File: config.mk
export PLATFORM = sky130hd
export DESIGN_NAME = aclk_fsm_flat
export DESIGN_NICKNAME = d
export VERILOG_FILES = /design/src/rtl/aclk_pkg.sv /design/src/rtl/aclk_if.sv /design/src/rtl/aclk_timeout_cnt.sv /design/src/rtl/aclk_fsm.sv /design/src/flat_wrapper.sv
export SDC_FILE = /design/constraint.sdc
export NUM_CORES = 1
export LEC_CHECK = 0
export BUFFER_PORTS_ARGS = -buffer_cell sky130_fd_sc_hd__buf_2
export CELL_PAD_IN_SITES_DETAIL_PLACEMENT = 1
export CELL_PAD_IN_SITES_GLOBAL_PLACEMENT = 2
export CORE_MARGIN = 1
export CORE_UTILIZATION = 35
export DETAILED_ROUTE_END_ITERATION = 6
export GPL_TIMING_DRIVEN = 0
export PLACE_DENSITY_LB_ADDON = 0.1
export SYNTH_ARGS = -nofsm -noshare
export SYNTH_HDL_FRONTEND = slang
export SYNTH_SLANG_ARGS = --single-unit
File: constraint.sdc
create_clock -name clk -period 4.6 [get_ports clk]
set_input_delay 0.92 -clock clk [delete_from_list [all_inputs] [get_ports clk]]
set_output_delay 0.92 -clock clk [all_outputs]
set_load 0.02 [all_outputs]
File: src/rtl/aclk_pkg.sv
// aclk_pkg: shared state encoding, key codes and key decode for the alarm-clock entry FSM.
package aclk_pkg;
    typedef enum logic [6:0] {
        IDLE             = 7'b0000001,
        KEY_STORED       = 7'b0000010,
        KEY_WAITED       = 7'b0000100,
        KEY_ENTRY        = 7'b0001000,
        SHOW_ALARM       = 7'b0010000,
        SET_ALARM_TIME   = 7'b0100000,
        SET_CURRENT_TIME = 7'b1000000
    } state_t;
    localparam logic [3:0] NOKEY = 4'hA;
    function automatic logic is_digit(input logic [3:0] key);
        return key <= 4'd9;
    endfunction
endpackage

File: src/rtl/aclk_if.sv
// aclk_if: keypad/button inputs and load/display controls of the alarm-clock entry FSM.
interface aclk_if;
    logic       one_second;
    logic [3:0] key;
    logic       alarm_button;
    logic       time_button;
    logic       load_new_a;
    logic       load_new_c;
    logic       show_a;
    logic       show_new_time;
    logic       shift;
    modport master (
        output one_second, key, alarm_button, time_button,
        input  load_new_a, load_new_c, show_a, show_new_time, shift
    );
    modport slave (
        input  one_second, key, alarm_button, time_button,
        output load_new_a, load_new_c, show_a, show_new_time, shift
    );
endinterface

File: src/rtl/aclk_timeout_cnt.sv
// aclk_timeout_cnt: counts one_second ticks during key entry and flags the tick that abandons it.
module aclk_timeout_cnt #(
    parameter int KEY_TIMEOUT_S = 10
) (
    input  logic clk,
    input  logic reset,
    input  logic clr,
    input  logic en,
    input  logic tick,
    output logic expired
);
    localparam int W = $clog2(KEY_TIMEOUT_S + 1);
    localparam logic [W-1:0] LAST = W'(KEY_TIMEOUT_S - 1);
    localparam logic [W-1:0] FULL = W'(KEY_TIMEOUT_S);
    logic [W-1:0] r_cnt;
    always_ff @(posedge clk or negedge reset)
        if (!reset) r_cnt <= '0;
        else if (clr) r_cnt <= '0;
        else if (en && tick && r_cnt != FULL) r_cnt <= r_cnt + W'(1);
    assign expired = en && tick && r_cnt == LAST;
endmodule

File: src/rtl/aclk_fsm.sv
// aclk_fsm: Moore control FSM for alarm-clock keypad entry, load strobes and display select.
// Optional ACLK_DIGIT_CHECK_EN: refuse loads until four digits have been keyed.
import aclk_pkg::*;
module aclk_fsm #(
    parameter int KEY_TIMEOUT_S = 10
) (
    input logic   clk,
    input logic   reset,
    aclk_if.slave bus
);
    state_t r_state, w_next;
    logic   w_digit, w_timeout, w_enough, w_clr, w_key_state;
    assign w_digit     = is_digit(bus.key);
    assign w_key_state = r_state inside {KEY_WAITED, KEY_ENTRY};
    assign w_clr       = w_next == KEY_STORED;
    aclk_timeout_cnt #(.KEY_TIMEOUT_S(KEY_TIMEOUT_S)) u_timeout (
        .clk     (clk),
        .reset   (reset),
        .clr     (w_clr),
        .en      (w_key_state),
        .tick    (bus.one_second),
        .expired (w_timeout)
    );
`ifdef ACLK_DIGIT_CHECK_EN
    logic [2:0] r_digits;
    always_ff @(posedge clk or negedge reset)
        if (!reset) r_digits <= '0;
        else if (r_state == IDLE) r_digits <= '0;
        else if (r_state == KEY_STORED && r_digits != 3'd4) r_digits <= r_digits + 3'd1;
    assign w_enough = r_digits == 3'd4;
`else
    assign w_enough = 1'b1;
`endif
    always_ff @(posedge clk or negedge reset)
        if (!reset) r_state <= IDLE;
        else r_state <= w_next;
    // Buttons outrank a new digit in KEY_ENTRY; alarm outranks time
    always_comb begin
        w_next            = IDLE;
        bus.shift         = r_state == KEY_STORED;
        bus.show_new_time = r_state inside {KEY_STORED, KEY_WAITED, KEY_ENTRY};
        bus.show_a        = r_state == SHOW_ALARM;
        bus.load_new_a    = r_state == SET_ALARM_TIME;
        bus.load_new_c    = r_state == SET_CURRENT_TIME;
        case (r_state)
            IDLE:       w_next = w_digit ? KEY_STORED : bus.alarm_button ? SHOW_ALARM : IDLE;
            KEY_STORED: w_next = KEY_WAITED;
            KEY_WAITED: w_next = w_timeout ? IDLE : !w_digit ? KEY_ENTRY : KEY_WAITED;
            KEY_ENTRY:  w_next = w_timeout ? IDLE :
                                 (bus.alarm_button || bus.time_button) ?
                                     (!w_enough ? IDLE : bus.alarm_button ? SET_ALARM_TIME : SET_CURRENT_TIME) :
                                 w_digit ? KEY_STORED : KEY_ENTRY;
            SHOW_ALARM: w_next = bus.alarm_button ? SHOW_ALARM : IDLE;
            default:    w_next = IDLE;
        endcase
    end
endmodule

File: src/flat_wrapper.sv
// flat-port wrapper written by rule: the top's interface ports become plain ports
module aclk_fsm_flat 
#(
    parameter int KEY_TIMEOUT_S = 10
)
  (clk, reset, bus_one_second, bus_key, bus_alarm_button, bus_time_button, bus_load_new_a, bus_load_new_c, bus_show_a, bus_show_new_time, bus_shift);
  aclk_if bus_i ();
  input logic clk;
  input logic reset;
  input wire logic [$bits(bus_i.one_second)-1:0] bus_one_second;
  input wire logic [$bits(bus_i.key)-1:0] bus_key;
  input wire logic [$bits(bus_i.alarm_button)-1:0] bus_alarm_button;
  input wire logic [$bits(bus_i.time_button)-1:0] bus_time_button;
  output wire logic [$bits(bus_i.load_new_a)-1:0] bus_load_new_a;
  output wire logic [$bits(bus_i.load_new_c)-1:0] bus_load_new_c;
  output wire logic [$bits(bus_i.show_a)-1:0] bus_show_a;
  output wire logic [$bits(bus_i.show_new_time)-1:0] bus_show_new_time;
  output wire logic [$bits(bus_i.shift)-1:0] bus_shift;
  assign bus_i.one_second = bus_one_second;
  assign bus_i.key = bus_key;
  assign bus_i.alarm_button = bus_alarm_button;
  assign bus_i.time_button = bus_time_button;
  assign bus_load_new_a = bus_i.load_new_a;
  assign bus_load_new_c = bus_i.load_new_c;
  assign bus_show_a = bus_i.show_a;
  assign bus_show_new_time = bus_i.show_new_time;
  assign bus_shift = bus_i.shift;
  aclk_fsm #(.KEY_TIMEOUT_S(KEY_TIMEOUT_S)) u_core (.clk(clk), .reset(reset), .bus(bus_i));
endmodule
==> summary.txt <==
Timing
  – WHS: roughly 0.5 ns
  – Endpoints failing setup: 0
  – RSZ-0062 raised after global routing: false
  – Final worst setup slack: 1.90 ns
  – Max-slew headroom: 59.5%
  – Max Slew Vio Count: 0
  – Top achievable clock speed: about 370 MHz
  – Tmin final: 2.70 ns
  – Tcrit/Tclk final: roughly 59%
  – Fin Clk Skew: between 0.005 and 0.006 ns
  – Setup TNS: 0 ns
  – Actual slew at the worst max-slew pin: about 0.6 ns
  – Final Hold Viols: 0

Final layout
  – Fin area: approximately 930 µm²
  – Layout Area Growth over Synthesis: 15.0%
  – Post-Layout Cell Count: between 100 and 150
  – Fillcell total: 257
  – Share of cells above drive strength 1: between 20 and 25%
  – Final core occ: 42.4%
  – Nets: 115
  – Number of diodes: 0

Clock network
  – Clk root buf: clkbuf_4
  – Max Root-Sink Buffers: 2
  – CTS-repair resized insts: 0
  – Clk sinks: 11
  – Inserted Clock Buffers: 3
  – CTS tree: done
  – Skew-Pair Late Insertion Delay: 0.27 ns
  – # hold bufs at CTS: 0
  – Clk pin slew, worst setup/hold paths: around 0.070 ns
  – Setup bufs post-CTS: 0
  – H-tree levels: 1

Floorplan
  – Starting Density: 36.8%
  – Row cnt: 17
  – Core area: approximately 0.0022 mm²
  – DIE AREA: between 0.002 and 0.003 mm²
  – Chip Height: between 50 and 60 µm
  – Io pins: 14
  – Die Wd: 50.0 µm

Placement
  – Post-DP Area: ~900 µm²
  – Gpl congestion: 0.711
  – Number of port buffers: 12
  – Placed instance count: 126
  – Hpwl dp: 1.51 mm
  – Placement Setup Slack: between 2 and 2.5 ns

Setup path
  – Arr. time, crit path: between 1.5 and 2 ns
  – CP max stage cell: dfrtp_1
  – WP data required: approximately 3.7 ns
  – Crit path buffers/inverters: 2
  – CP max FO: 10
  – Critical-path cell list: buf_6, nor3_4, or2b_1, nor4b_1, buf_2
  – Critical path class: register to output port
  – Crit path max-delay family: simple AND/OR/NAND/NOR gates
  – Worst setup EP type: output port
  – CP peak stage delay: 0.37 ns
  – Startpoint types: register

Synthesis
  – Post-synth top flop: dfrtp_1
  – Mapped Nets: just under 100
  – Register bit count reported by yosys: 11
  – Async SR Flop Fraction: 100%
  – Synth Cell Area: between 800 and 900 µm²
  – Post-synth EDFFs: 0
  – Mean Syn Cell Area: ~9.4 µm²
  – Mapped Cells: 86
  – Synth unique cells: 39
  – Seq/Total Area, Yosys: roughly 34%
  – Yosys warnings: 0

GRT
  – Largest net degree at the start of global routing: 12
  – First-pass GRT wire length: 3.35 mm
  – Vias in the first global route: just over 700
  – Remaining global-route overflow: 0
  – Initial antenna violation count: 0
  – Global Route Usage Sum: between 10% and 20%

Pwr
  – Leak: between 0.4 and 0.5 nW
  – Peak supply drop: about 0.2 mV
  – Total power per unit cell area: between 400 and 500 mW/mm²
  – Total Power: 0.440 mW

Routing
  – Antenna-violating nets left: 0
  – First-iteration detailed-routing DRC count: 7
  – Total wire length: between 1.5 and 2 mm
  – Pre-Repair DR Iteration Count: 3
  – Vias: slightly above 700
  – DRC violations left: 0
  – DR WL/cell: approximately 15 µm
  – Vias per cell: 5.48

Job
  – Max Cap Viol: 0

Outcome
  – Status: finished clean

Hold path
  – Min-Delay Path Class: input pin to async pin
synth_stat cells (all sizes together) (2+ instances only):
cell type	count	area (µm²)
nand2	3	11.3
nand4b	2	17.5
nor4b	6	52.6
o21ai	4	20.0
and3	4	25.0
nor4	2	12.5
xor2	2	25.0
inv	6	22.5
ha	3	37.5
nor2	9	33.8
a21oi	2	10.0
dfrtp	10	250
nand2b	3	18.8
clkbuf	2	7.51
nor3	4	31.3
buf	2	18.8
nand4	3	18.8
flip-flops by register name, indices dropped and copies added (netlist names):
signal / cells
u_core.u_timeout.r_cnt: 4
u_core.r_state: 7
logic make-up after synthesis:
kind of cell,count (synthesis),share of synthesized area [%]
simple gates,42,34.0
xor+xnor,3,4.19
mux,1,1.40
buf+inv,10,6.05
flops,11,34.3
compound gates,16,15.5
fa+ha+maj,3,4.65
layer usage:
metal  global-route usage (%)  up-vias  routed length [µm]
li1                         -      354                   -
met2                     29.8       11                 884
met5                        0        -                   0
met4                     5.71        0                  17
met3                     3.70        2                  51
met1                     23.0      345                 949
power breakdown:
group	switching, mW	internal (mW)	total, mW	leakage [nW]
logic	0.127	0.102	0.228	0.256
registers	0.0260	0.120	0.146	0.148
clock network	0.0326	0.0335	0.0661	0.0150
path summary, 6_finish.rpt:
check	start	to	slack (ns)	cells after the start
max in group asynchronous	reset	u_core.r_state[0]$_DFF_PN1_	3.81	1
min in group clk	u_core.u_timeout.r_cnt[3]$_DFFE_PN0P_	u_core.u_timeout.r_cnt[3]$_DFFE_PN0P_	0.60	2
worst min register to register	u_core.u_timeout.r_cnt[3]$_DFFE_PN0P_	u_core.u_timeout.r_cnt[3]$_DFFE_PN0P_	0.60	2
worst max register to register	u_core.r_state[1]$_DFF_PN0_	u_core.u_timeout.r_cnt[3]$_DFFE_PN0P_	2.76	5
worst min-delay path	reset	u_core.u_timeout.r_cnt[0]$_DFFE_PN0P_	0.52	1
worst max-delay path	u_core.r_state[4]$_DFF_PN0_	bus_shift	1.90	5
layout by cell type, fill, tap and decap left out, types with 2 or more instances in the layout:
master / netlist / routed
nor2_1: 9 / 9
nand4b_1: 2 / 2
nor4_1: 2 / 2
o21ai_0: 4 / 4
clkbuf_1: 2 / 3
ha_1: 3 / 3
buf_2: 0 / 12
dfrtp_1: 10 / 10
a21oi_1: 2 / 2
nand4_1: 3 / 3
nand2b_1: 3 / 3
nand2_1: 3 / 3
nor3_1: 3 / 3
and3_1: 4 / 4
inv_1: 6 / 6
clkbuf_4: 0 / 3
nor4b_1: 6 / 6
final cells by class:
| class | count | area (µm²) | area share, % |
|---|---|---|---|
| Tap cell | 28 | 35.0 | 3.77 |
| Timing Repair Buffer | 12 | 60.1 | 6.47 |
| Sequential cell | 11 | 277 | 29.8 |
| Clock buffer | 4 | 26.3 | 2.83 |
| Multi-Input combinational cell | 65 | 482 | 51.9 |
| Inverter | 6 | 22.5 | 2.43 |
| Buffer | 4 | 26.3 | 2.83 |
Power figures use the tool's default switching activity.
